<file path="src/rtl/divide_pkg.sv">
// Shared definitions for the signed iterative divider: FSM state codes and
// the argument channel indices.
package divide_pkg;

  // Top-level FSM state encoding
  localparam logic [1:0] COLLECT = 2'd0;
  localparam logic [1:0] DIVIDE  = 2'd1;
  localparam logic [1:0] FIXUP   = 2'd2;
  localparam logic [1:0] RESULT  = 2'd3;

  // Argument channel roles
  localparam int DIVIDEND = 0;
  localparam int DIVISOR  = 1;

endpackage

</file>
<file path="src/rtl/divide_core.sv">
// Unsigned restoring division datapath. One quotient bit per cycle, MSB first.
// The operands must stay stable from start until done; the top level holds
// them in its argument slots for the whole operation.
module divide_core
  import divide_pkg::*;
#(
  parameter int ARGW = 16
) (
  input  logic            clk,
  input  logic            rst,
  input  logic            start,
  input  logic [ARGW-1:0] dividend,
  input  logic [ARGW:0]   divisor,
  output logic [ARGW-1:0] quotient,
  output logic [ARGW-1:0] remainder,
  output logic            done
);

  localparam int CW = $clog2(ARGW);

  logic [ARGW:0]   rem;
  logic [ARGW-1:0] quo;
  logic [CW-1:0]   cnt;
  logic            busy;
  logic [ARGW+1:0] diff;

  // Trial subtraction of the divisor from the partial remainder shifted left
  // by one with the next dividend bit; diff MSB set means the trial borrowed.
  assign diff = {rem, quo[ARGW-1]} - {1'b0, divisor};

  // Strobe for the cycle whose edge performs the final iteration
  assign done      = busy && (cnt == '0);
  assign quotient  = quo;
  assign remainder = rem[ARGW-1:0];

  // Iteration registers: load on start, then shift/subtract until the count expires
  always_ff @(posedge clk or posedge rst) begin
    if (rst) begin
      rem  <= '0;
      quo  <= '0;
      cnt  <= '0;
      busy <= 1'b0;
    end else if (start) begin
      // NOTE: non-blocking (<=) for all state so each register sees the
      // pre-edge values of the others; blocking here would make the result
      // depend on statement order.
      rem  <= '0;
      quo  <= dividend;
      cnt  <= CW'(ARGW - 1);
      busy <= 1'b1;
    end else if (busy) begin
      rem  <= diff[ARGW+1] ? {rem[ARGW-1:0], quo[ARGW-1]} : diff[ARGW:0];
      quo  <= {quo[ARGW-2:0], ~diff[ARGW+1]};
      cnt  <= cnt - 1'b1;
      if (cnt == '0) busy <= 1'b0;
    end
  end

endmodule

</file>
<file path="src/rtl/divide.sv">
// Signed integer divider on valid/ready streams. Channel 0 supplies the
// dividend, channel 1 the divisor; the result is {remainder, quotient} with
// truncation toward zero and the remainder carrying the dividend's sign.
module divide
  import divide_pkg::*;
#(
  parameter  int ARGW = 16,
  parameter  int ARGC = 2,
  localparam int RESW = 2 * ARGW
) (
  input  logic                      clk,
  input  logic                      rst,
  input  logic [ARGC-1:0]           arg_valid,
  input  logic [ARGC-1:0][ARGW-1:0] arg_data,
  output logic [ARGC-1:0]           arg_ready,
  output logic                      res_valid,
  output logic [RESW-1:0]           res_data,
  input  logic                      res_ready
);

  if (ARGC != 2) begin : g_bad_argc
    $error("divide: ARGC must be 2");
  end

  logic [1:0]                state;
  logic [ARGC-1:0]           slot_full;
  logic [ARGC-1:0][ARGW-1:0] slot;

  logic [ARGW-1:0] dvd_mag;
  logic [ARGW-1:0] dvs_mag;
  logic            dvd_neg;
  logic            quo_neg;
  logic            div_zero;
  logic            core_start;
  logic            core_done;
  logic [ARGW-1:0] core_quo;
  logic [ARGW-1:0] core_rem;

  // Magnitudes as unsigned ARGW-bit values: -2^(ARGW-1) maps to 2^(ARGW-1),
  // which an unsigned field of the same width still holds exactly.
  assign dvd_neg  = slot[DIVIDEND][ARGW-1];
  assign quo_neg  = slot[DIVIDEND][ARGW-1] ^ slot[DIVISOR][ARGW-1];
  assign dvd_mag  = dvd_neg ? -slot[DIVIDEND] : slot[DIVIDEND];
  assign dvs_mag  = slot[DIVISOR][ARGW-1] ? -slot[DIVISOR] : slot[DIVISOR];
  assign div_zero = (slot[DIVISOR] == '0);

  // A slot accepts only while collecting and still empty
  assign arg_ready = (state == COLLECT) ? ~slot_full : '0;

  // The core is launched on the same edge that enters DIVIDE; a zero divisor
  // skips the iteration entirely.
  assign core_start = (state == COLLECT) && (&slot_full) && !div_zero;

  divide_core #(.ARGW(ARGW)) u_core (
    .clk       (clk),
    .rst       (rst),
    .start     (core_start),
    .dividend  (dvd_mag),
    .divisor   ({1'b0, dvs_mag}),
    .quotient  (core_quo),
    .remainder (core_rem),
    .done      (core_done)
  );

  // Control FSM: operand capture, sequencing of the core, sign fixup and result handshake
  always_ff @(posedge clk or posedge rst) begin
    if (rst) begin
      state     <= COLLECT;
      slot_full <= '0;
      slot      <= '0;
      res_valid <= 1'b0;
      res_data  <= '0;
    end else begin
      case (state)
        COLLECT: begin
          for (int i = 0; i < ARGC; i++) begin
            if (arg_valid[i] && arg_ready[i]) begin
              slot[i]      <= arg_data[i];
              slot_full[i] <= 1'b1;
            end
          end
          if (&slot_full) state <= DIVIDE;
        end
        DIVIDE: begin
          if (div_zero) begin
            res_data  <= {slot[DIVIDEND], {ARGW{1'b1}}};
            res_valid <= 1'b1;
            state     <= RESULT;
          end else if (core_done) begin
            state <= FIXUP;
          end
        end
        FIXUP: begin
          res_data  <= {(dvd_neg ? -core_rem : core_rem),
                        (quo_neg ? -core_quo : core_quo)};
          res_valid <= 1'b1;
          state     <= RESULT;
        end
        RESULT: begin
          if (res_ready) begin
            res_valid <= 1'b0;
            slot_full <= '0;
            state     <= COLLECT;
          end
        end
        default: state <= COLLECT;
      endcase
    end
  end

endmodule

</file>
<file path="config.mk">
export PLATFORM = sky130hd
export DESIGN_NAME = divide
export DESIGN_NICKNAME = d
export VERILOG_FILES = /design/src/rtl/divide_pkg.sv /design/src/rtl/divide_core.sv /design/src/rtl/divide.sv
export SDC_FILE = /design/constraint.sdc
export NUM_CORES = 1
export LEC_CHECK = 0
export CAP_MARGIN = 10
export CORE_MARGIN = 2
export CORE_UTILIZATION = 35
export CTS_CLUSTER_DIAMETER = 50
export DETAILED_ROUTE_END_ITERATION = 16
export SYNTH_ARGS = -nofsm -noshare
export SYNTH_HDL_FRONTEND = slang
export SYNTH_SLANG_ARGS = --single-unit
</file>
<file path="constraint.sdc">
create_clock -name clk -period 4.3 [get_ports clk]
set_input_delay 0.86 -clock clk [delete_from_list [all_inputs] [get_ports clk]]
set_output_delay 0.86 -clock clk [all_outputs]
set_load 0.01 [all_outputs]
</file>
# After elaboration in Yosys (flattened, before gate mapping)
# Index checks and enable logic that the tools add are counted.
# totals
ff_bits	107
output_inout_bits	35
inputBits	37
wordCells	78
# classes
muxes	28
addsub	6
bitwise	3
reduce_logical	21
n_eq_ne	9
# ops
op	count
2-to-1 mux 16 bit	6
negation 16 bit	4
case mux 32 bit (2 select lines)	1
2-to-1 mux 17 bit	3
2-to-1 mux 32 bit	1
subtractor 18 x 16 -> 18 bit	1
logical NOT 16 bit	1
AND reduction 3 bit	4
2-to-1 mux 2 bit	5
2-to-1 mux 4 bit	2
case mux 2 bit (4 select lines)	1
AND reduction 2 bit	4
2-to-1 mux 1 bit	7
inequality test 2 x 1 -> 1 bit (second input constant)	3
nonzero test 2 bit	3
logical AND 1 bit	5
== test 2 bit (second input constant)	2
logical NOT 4 bit	1
inequality test 2 bit (second input constant)	2
case mux 2 bit (2 select lines)	1
subtractor 4 x 1 -> 4 bit (second input constant)	1
inequality test 3 bit (second input constant)	1
case mux 1 bit (3 select lines)	1
nonzero test 3 bit	1
6 further kinds	6

# Depth between registers and ports, before layout
# logic_depth
ltp_word	6
depth_mapped	16

# Hierarchy
# Synthesis repeated with hierarchy kept, for this count alone.
# hier_totals
hier_cells	793
hier_area_um2	7165.6
# by_module_without_submodules
module	instances	area_each_um2	seq_area_each_um2	cells_each
divide	1	4217.8	1726.7	440
divide_core	1	2947.8	950.9	353

# Worst setup path before layout
# Ideal clock, no wire load.
# synth_path
path_type	register to register
from	reg slot[22] (netlist bit)
to	reg u_core.rem[16]
arrival_ns	4.005
slack_ns	0.172
period_less_slack_ns	4.128
setup_ns	0.123
path_buffers	1
path_stages_with_launch	14
path_cell_list	dfrtp_1 > or4_4 > or3_4 > o31ai_1 > xor2_1 > ha_1 > and2_1 > a221oi_1 > o21ai_0 > a2111oi_2 > nor2_1 > clkbuf_1 > a211oi_1 > nor2_1
# synth_via
elab_chain_cells	6
# synth_lines
element	line	text
from (decl)	divide.sv:27	logic [ARGC-1:0][ARGW-1:0] slot;
from (signal, indexed assignment)	divide.sv:78	slot[i] <= arg_data[i];
negation 16 bit	divide.sv:44	assign dvs_mag = slot[DIVISOR][ARGW-1] ? -slot[DIVISOR] : slot[DIVISOR];
2-to-1 mux 16 bit	divide.sv:44	
subtractor 18 x 16 -> 18 bit	divide_core.sv:29	assign diff = {rem, quo[ARGW-1]} - {1'b0, divisor};
2-to-1 mux 17 bit	divide_core.sv:52	rem <= diff[ARGW+1] ? {rem[ARGW-1:0], quo[ARGW-1]} : diff[ARGW:0];
2-to-1 mux 17 bit	divide_core.sv:51	end else if (busy) begin
2-to-1 mux 17 bit	divide_core.sv:43	end else if (start) begin
to (signal assigned)	divide_core.sv:52	
to (decl)	divide_core.sv:21	logic [ARGW:0] rem;
# Parallel ways exist; a longest one is shown, timed or not. The select of a mux whose other input is x is not followed.
# A chain may end at the register's enable or synchronous reset.

# Worst setup path after layout
# layout_path
from	reg slot[22] (netlist bit)
to	reg u_core.rem[12]
# The elaborated chain is that of the path after synthesis.

==> results by stage <==
Route:
- For this block, the initial DRC count from the detailed router was 272.
- The total number of vias is about 5.4k.
- For this run, the detailed router's first-pass iteration total came to 4.
- The routed wirelength normalized by instance count is approximately 15 um.
- The wire length reported by the detailed router is 15.9 mm.
- Once detail routing completed, the nets flagged for antenna violations numbered 0.
- The via density per instance is 5.24.
- The detailed-route DRC error count is 0.

Yosys:
- Summing every instance area after synthesis gives around 6700 sq um.
- Sorting the synthesized cells by how often they occur yields sky130_fd_sc_hd__dfrtp_1 (107), sky130_fd_sc_hd__nand2_1 (80), sky130_fd_sc_hd__o21ai_0 (74).
- Of all flip-flops after synthesis, the portion carrying an async set or reset was 100%.
- The Yosys step of the flow raised 0 warnings.
- By instance count, the leading cell after synthesis is sky130_fd_sc_hd__dfrtp_1.
- The synthesized netlist cell count is about 740.
- The synthesized net count is 798.
- Counting flops and latches in the post-synthesis netlist gives approximately 110.
- The share of synthesized area occupied by flip-flops and latches is 39.9%.
- By area the synthesized netlist is led by sky130_fd_sc_hd__dfrtp_1 (40%), sky130_fd_sc_hd__xnor2_1 (5.6%), sky130_fd_sc_hd__o21ai_0 (5.5%), sky130_fd_sc_hd__mux2_2 (5.4%), sky130_fd_sc_hd__ha_1 (4.7%).
- Summed over its instances, the top area cell type makes up 39.9% of the synthesized netlist area.
- A synthesized cell averages 9.13 sq um.
- Counting flops with a built-in enable in the synthesized netlist gives 0.
- The most instantiated flip-flop cell in the synthesis netlist is sky130_fd_sc_hd__dfrtp_1.
- The cell accounting for the most synthesized area is sky130_fd_sc_hd__dfrtp_1.
- Synthesis instantiated 65 different standard cells from the library.

Min path:
- The startpoint identified for the worst hold timing path is res_data[26].
- The class of the tightest hold or removal check is reg2reg.
- The path with the worst hold slack has its endpoint at res_data[26].
- The number of stages on the worst hold path is 2.

Clock tree:
- The CTS tree is done.
- For this design, the sink count on the clock tree is 107.
- The H-tree was split into 3 levels.
- The clock network latency to the later pin of the worst-skew pair is 360 ps.
- Buffers inserted to repair hold after CTS numbered 0.
- The tree is rooted in a sky130_fd_sc_hd__clkbuf_16.
- After clock tree synthesis, the clock-pin slew on the worst setup and hold paths is 80 ps.
- No sink is reached through more buffers than the 2 on the longest clock path.
- TritonCTS created 9 clock buffers.

Setup path:
- The capture point of the worst reg-to-reg path is u_core.rem[12].
- The worst path arrival time is 4290 ps.
- STA puts the critical path data required time at 4560 ps.
- Along the worst path, the maximum fanout reaches 11.
- The launch instance of the worst register-to-register path is slot[22].
- The worst setup path is captured at a register.
- The number of cells on the worst reg-to-reg path is 14.
- STA classifies the critical path startpoint as a register.
- The register-to-register setup slack is 270 ps.
- The worst setup path is of the reg2reg kind.

STA:
- At the pin with the least slew margin, the transition time is between 900 and 1000 ps.
- The final count of hold timing violations was 0.
- The share of the cycle needed by the critical path after routing is between 90 and 100%.
- The worst clock skew on the final layout is 11.0 ps.
- The tightest slew margin relative to the limit is about a third.
- The summed negative setup slack over all endpoints is 0 ps.
- Setup violations remaining at the end of the flow were counted as 0.
- The final number of max-transition violations is 0.
- Static timing analysis puts the maximum clock frequency at 248 MHz.
- The final critical-path required period is approximately 4000 ps.
- Setup repair after global routing left no endpoint under its margin.

Finish:
- The fraction of final layout cells with drive strength greater than 1 is 9.76%.
- The area growth from synthesis to layout is 19.0%.
- The net count of the finished layout is 857.
- The summed area of non-filler cells in the final layout is 7990 sq um.
- The number of inserted diodes is 0.
- The fill cell instance count of the final layout is 1879.

Die:
- The floorplan die area is 20300 sq um.
- The number of cell rows is 50.
- Once the floorplan was initialized, standard cells occupied 35.8% of the core.
- The boundary pin count is between 70 and 80.
- The die outline width is 142 um.
- The floorplan step set the die height to 142 um.
- The floorplan step defined a core boundary enclosing 18800 sq um.

GRT:
- For this run, the total global-route usage over all layers was measured as around 16%.
- The number of antenna violations at the first check in global routing is 0.
- Global routing finished with a remaining overflow of 0.
- Entering global routing, the biggest net connects 70 pins.
- The global-route wire length before repair is 26.9 mm.
- The number of global-route vias before repair is 5266.

Placed design:
- The placed cell area is just under 8000 sq um.
- The last weighted congestion value of the routability-driven placer is 0.831.
- The HPWL after detailed placement is 11.7 mm.
- The count of input and output buffers is between 70 and 80.

Status:
- The flow ran to the end, and the final reports show no timing, DRC or antenna violations.

Run:
- Across the run, the number of max-cap violations was 0.
what timing repair did:
| action | 4_1_cts | 5_1_grt |
|---|---|---|
| gates resized for setup | 0 | 3 |
| setup buffers | 0 | 1 |
| endpoints found under the setup margin | 0 | 9 |
| endpoints found under the hold margin | 0 | 0 |
flip-flops by register name, summed over array words and instances (netlist names):
signal / cells
res_data: 32
slot: 31
u_core.rem: 17
u_core.quotient: 16
u_core.cnt: 4
slot_full: 2
state: 2
dvd_neg: 1
res_valid: 1
u_core.busy: 1
final cells by class:
| class | instances | area, sq um | area share [%] |
|---|---|---|---|
| clock buffers | 11 | 243 | 3.04 |
| clock inverters | 5 | 45.0 | 0.564 |
| inverters | 26 | 100 | 1.25 |
| repair buffers | 89 | 858 | 10.7 |
| multi-input cells | 561 | 3770 | 47.2 |
| well taps | 234 | 293 | 3.66 |
| flip-flops and latches | 107 | 2680 | 33.5 |
metrics by stage:
step           utilization [%]  setup WS (ps)  hold WS, ps  cells
6_report                  42.6            270          489   1033
5_1_grt                   42.6           46.4          528   1033
4_1_cts                   42.5           95.6          496   1031
3_5_place_dp              40.9            116          479   1015
3_3_place_gp              40.9            218          471   1015
2_1_floorplan                -            172          489    735
routing by layer:
layer | vias to the layer above | share of wire [%] | track usage (%)
met5 | - | 0 | 0
met4 | 0 | 1.5 | 5.63
met3 | 13 | 2.2 | 2.05
met2 | 78 | 47 | 27.3
met1 | 2579 | 49 | 22.4
li1 | 2746 | - | -
logic make-up after synthesis:
family	after synthesis	share of synthesized area [%]
compound gates	206	18.8
simple gates	204	14.4
flops	107	39.9
xor+xnor	67	8.74
buf+inv	67	4.01
mux	58	9.25
fa+ha+maj	26	4.96
worst max-delay path: stages (launching register included):
cell	delay [ps]
sky130_fd_sc_hd__dfrtp_1	410
sky130_fd_sc_hd__or4_4	550
sky130_fd_sc_hd__or3_4	410
sky130_fd_sc_hd__o31ai_1	240
sky130_fd_sc_hd__xor2_1	180
sky130_fd_sc_hd__ha_1	300
sky130_fd_sc_hd__and2_1	170
sky130_fd_sc_hd__a221oi_1	260
sky130_fd_sc_hd__buf_4	170
sky130_fd_sc_hd__o21ai_0	110
sky130_fd_sc_hd__a2111oi_2	390
sky130_fd_sc_hd__buf_4	210
sky130_fd_sc_hd__or2_4	180
sky130_fd_sc_hd__nand2_1	70
sky130_fd_sc_hd__a311oi_1	290
worst max-delay path by stage:
| stage | startpoint | end | slack [ps] | cells past startpoint |
|---|---|---|---|---|
| floorplan | slot[22] | u_core.rem[16] | 170 | 13 |
| global placement | slot[22] | u_core.rem[7] | 220 | 14 |
| detailed placement | slot[22] | u_core.rem[12] | 120 | 14 |
| CTS | slot[22] | u_core.rem[12] | 100 | 14 |
| global route | slot[22] | u_core.rem[12] | 50 | 14 |
| finish | slot[22] | u_core.rem[12] | 270 | 14 |
placed cells by master (no fill, tap or decap), types with 9 or more instances in the layout:
cell type and count:
sky130_fd_sc_hd__xor2_1 24, sky130_fd_sc_hd__clkdlybuf4s50_1 71, sky130_fd_sc_hd__a21oi_1 55, sky130_fd_sc_hd__mux2i_1 26, sky130_fd_sc_hd__a31oi_1 11, sky130_fd_sc_hd__o21ai_0 73
sky130_fd_sc_hd__ha_1 25, sky130_fd_sc_hd__mux2_2 32, sky130_fd_sc_hd__nor3_1 11, sky130_fd_sc_hd__nand2_1 80, sky130_fd_sc_hd__nand4_1 9, sky130_fd_sc_hd__dfrtp_1 106
sky130_fd_sc_hd__buf_4 17, sky130_fd_sc_hd__o31ai_1 11, sky130_fd_sc_hd__xnor2_1 43, sky130_fd_sc_hd__nor2b_1 9, sky130_fd_sc_hd__nor2_1 47, sky130_fd_sc_hd__inv_1 25
sky130_fd_sc_hd__clkbuf_16 9
Power is not shown: default switching activity piles up to over one toggle a cycle in this logic, so the estimate is an artifact.
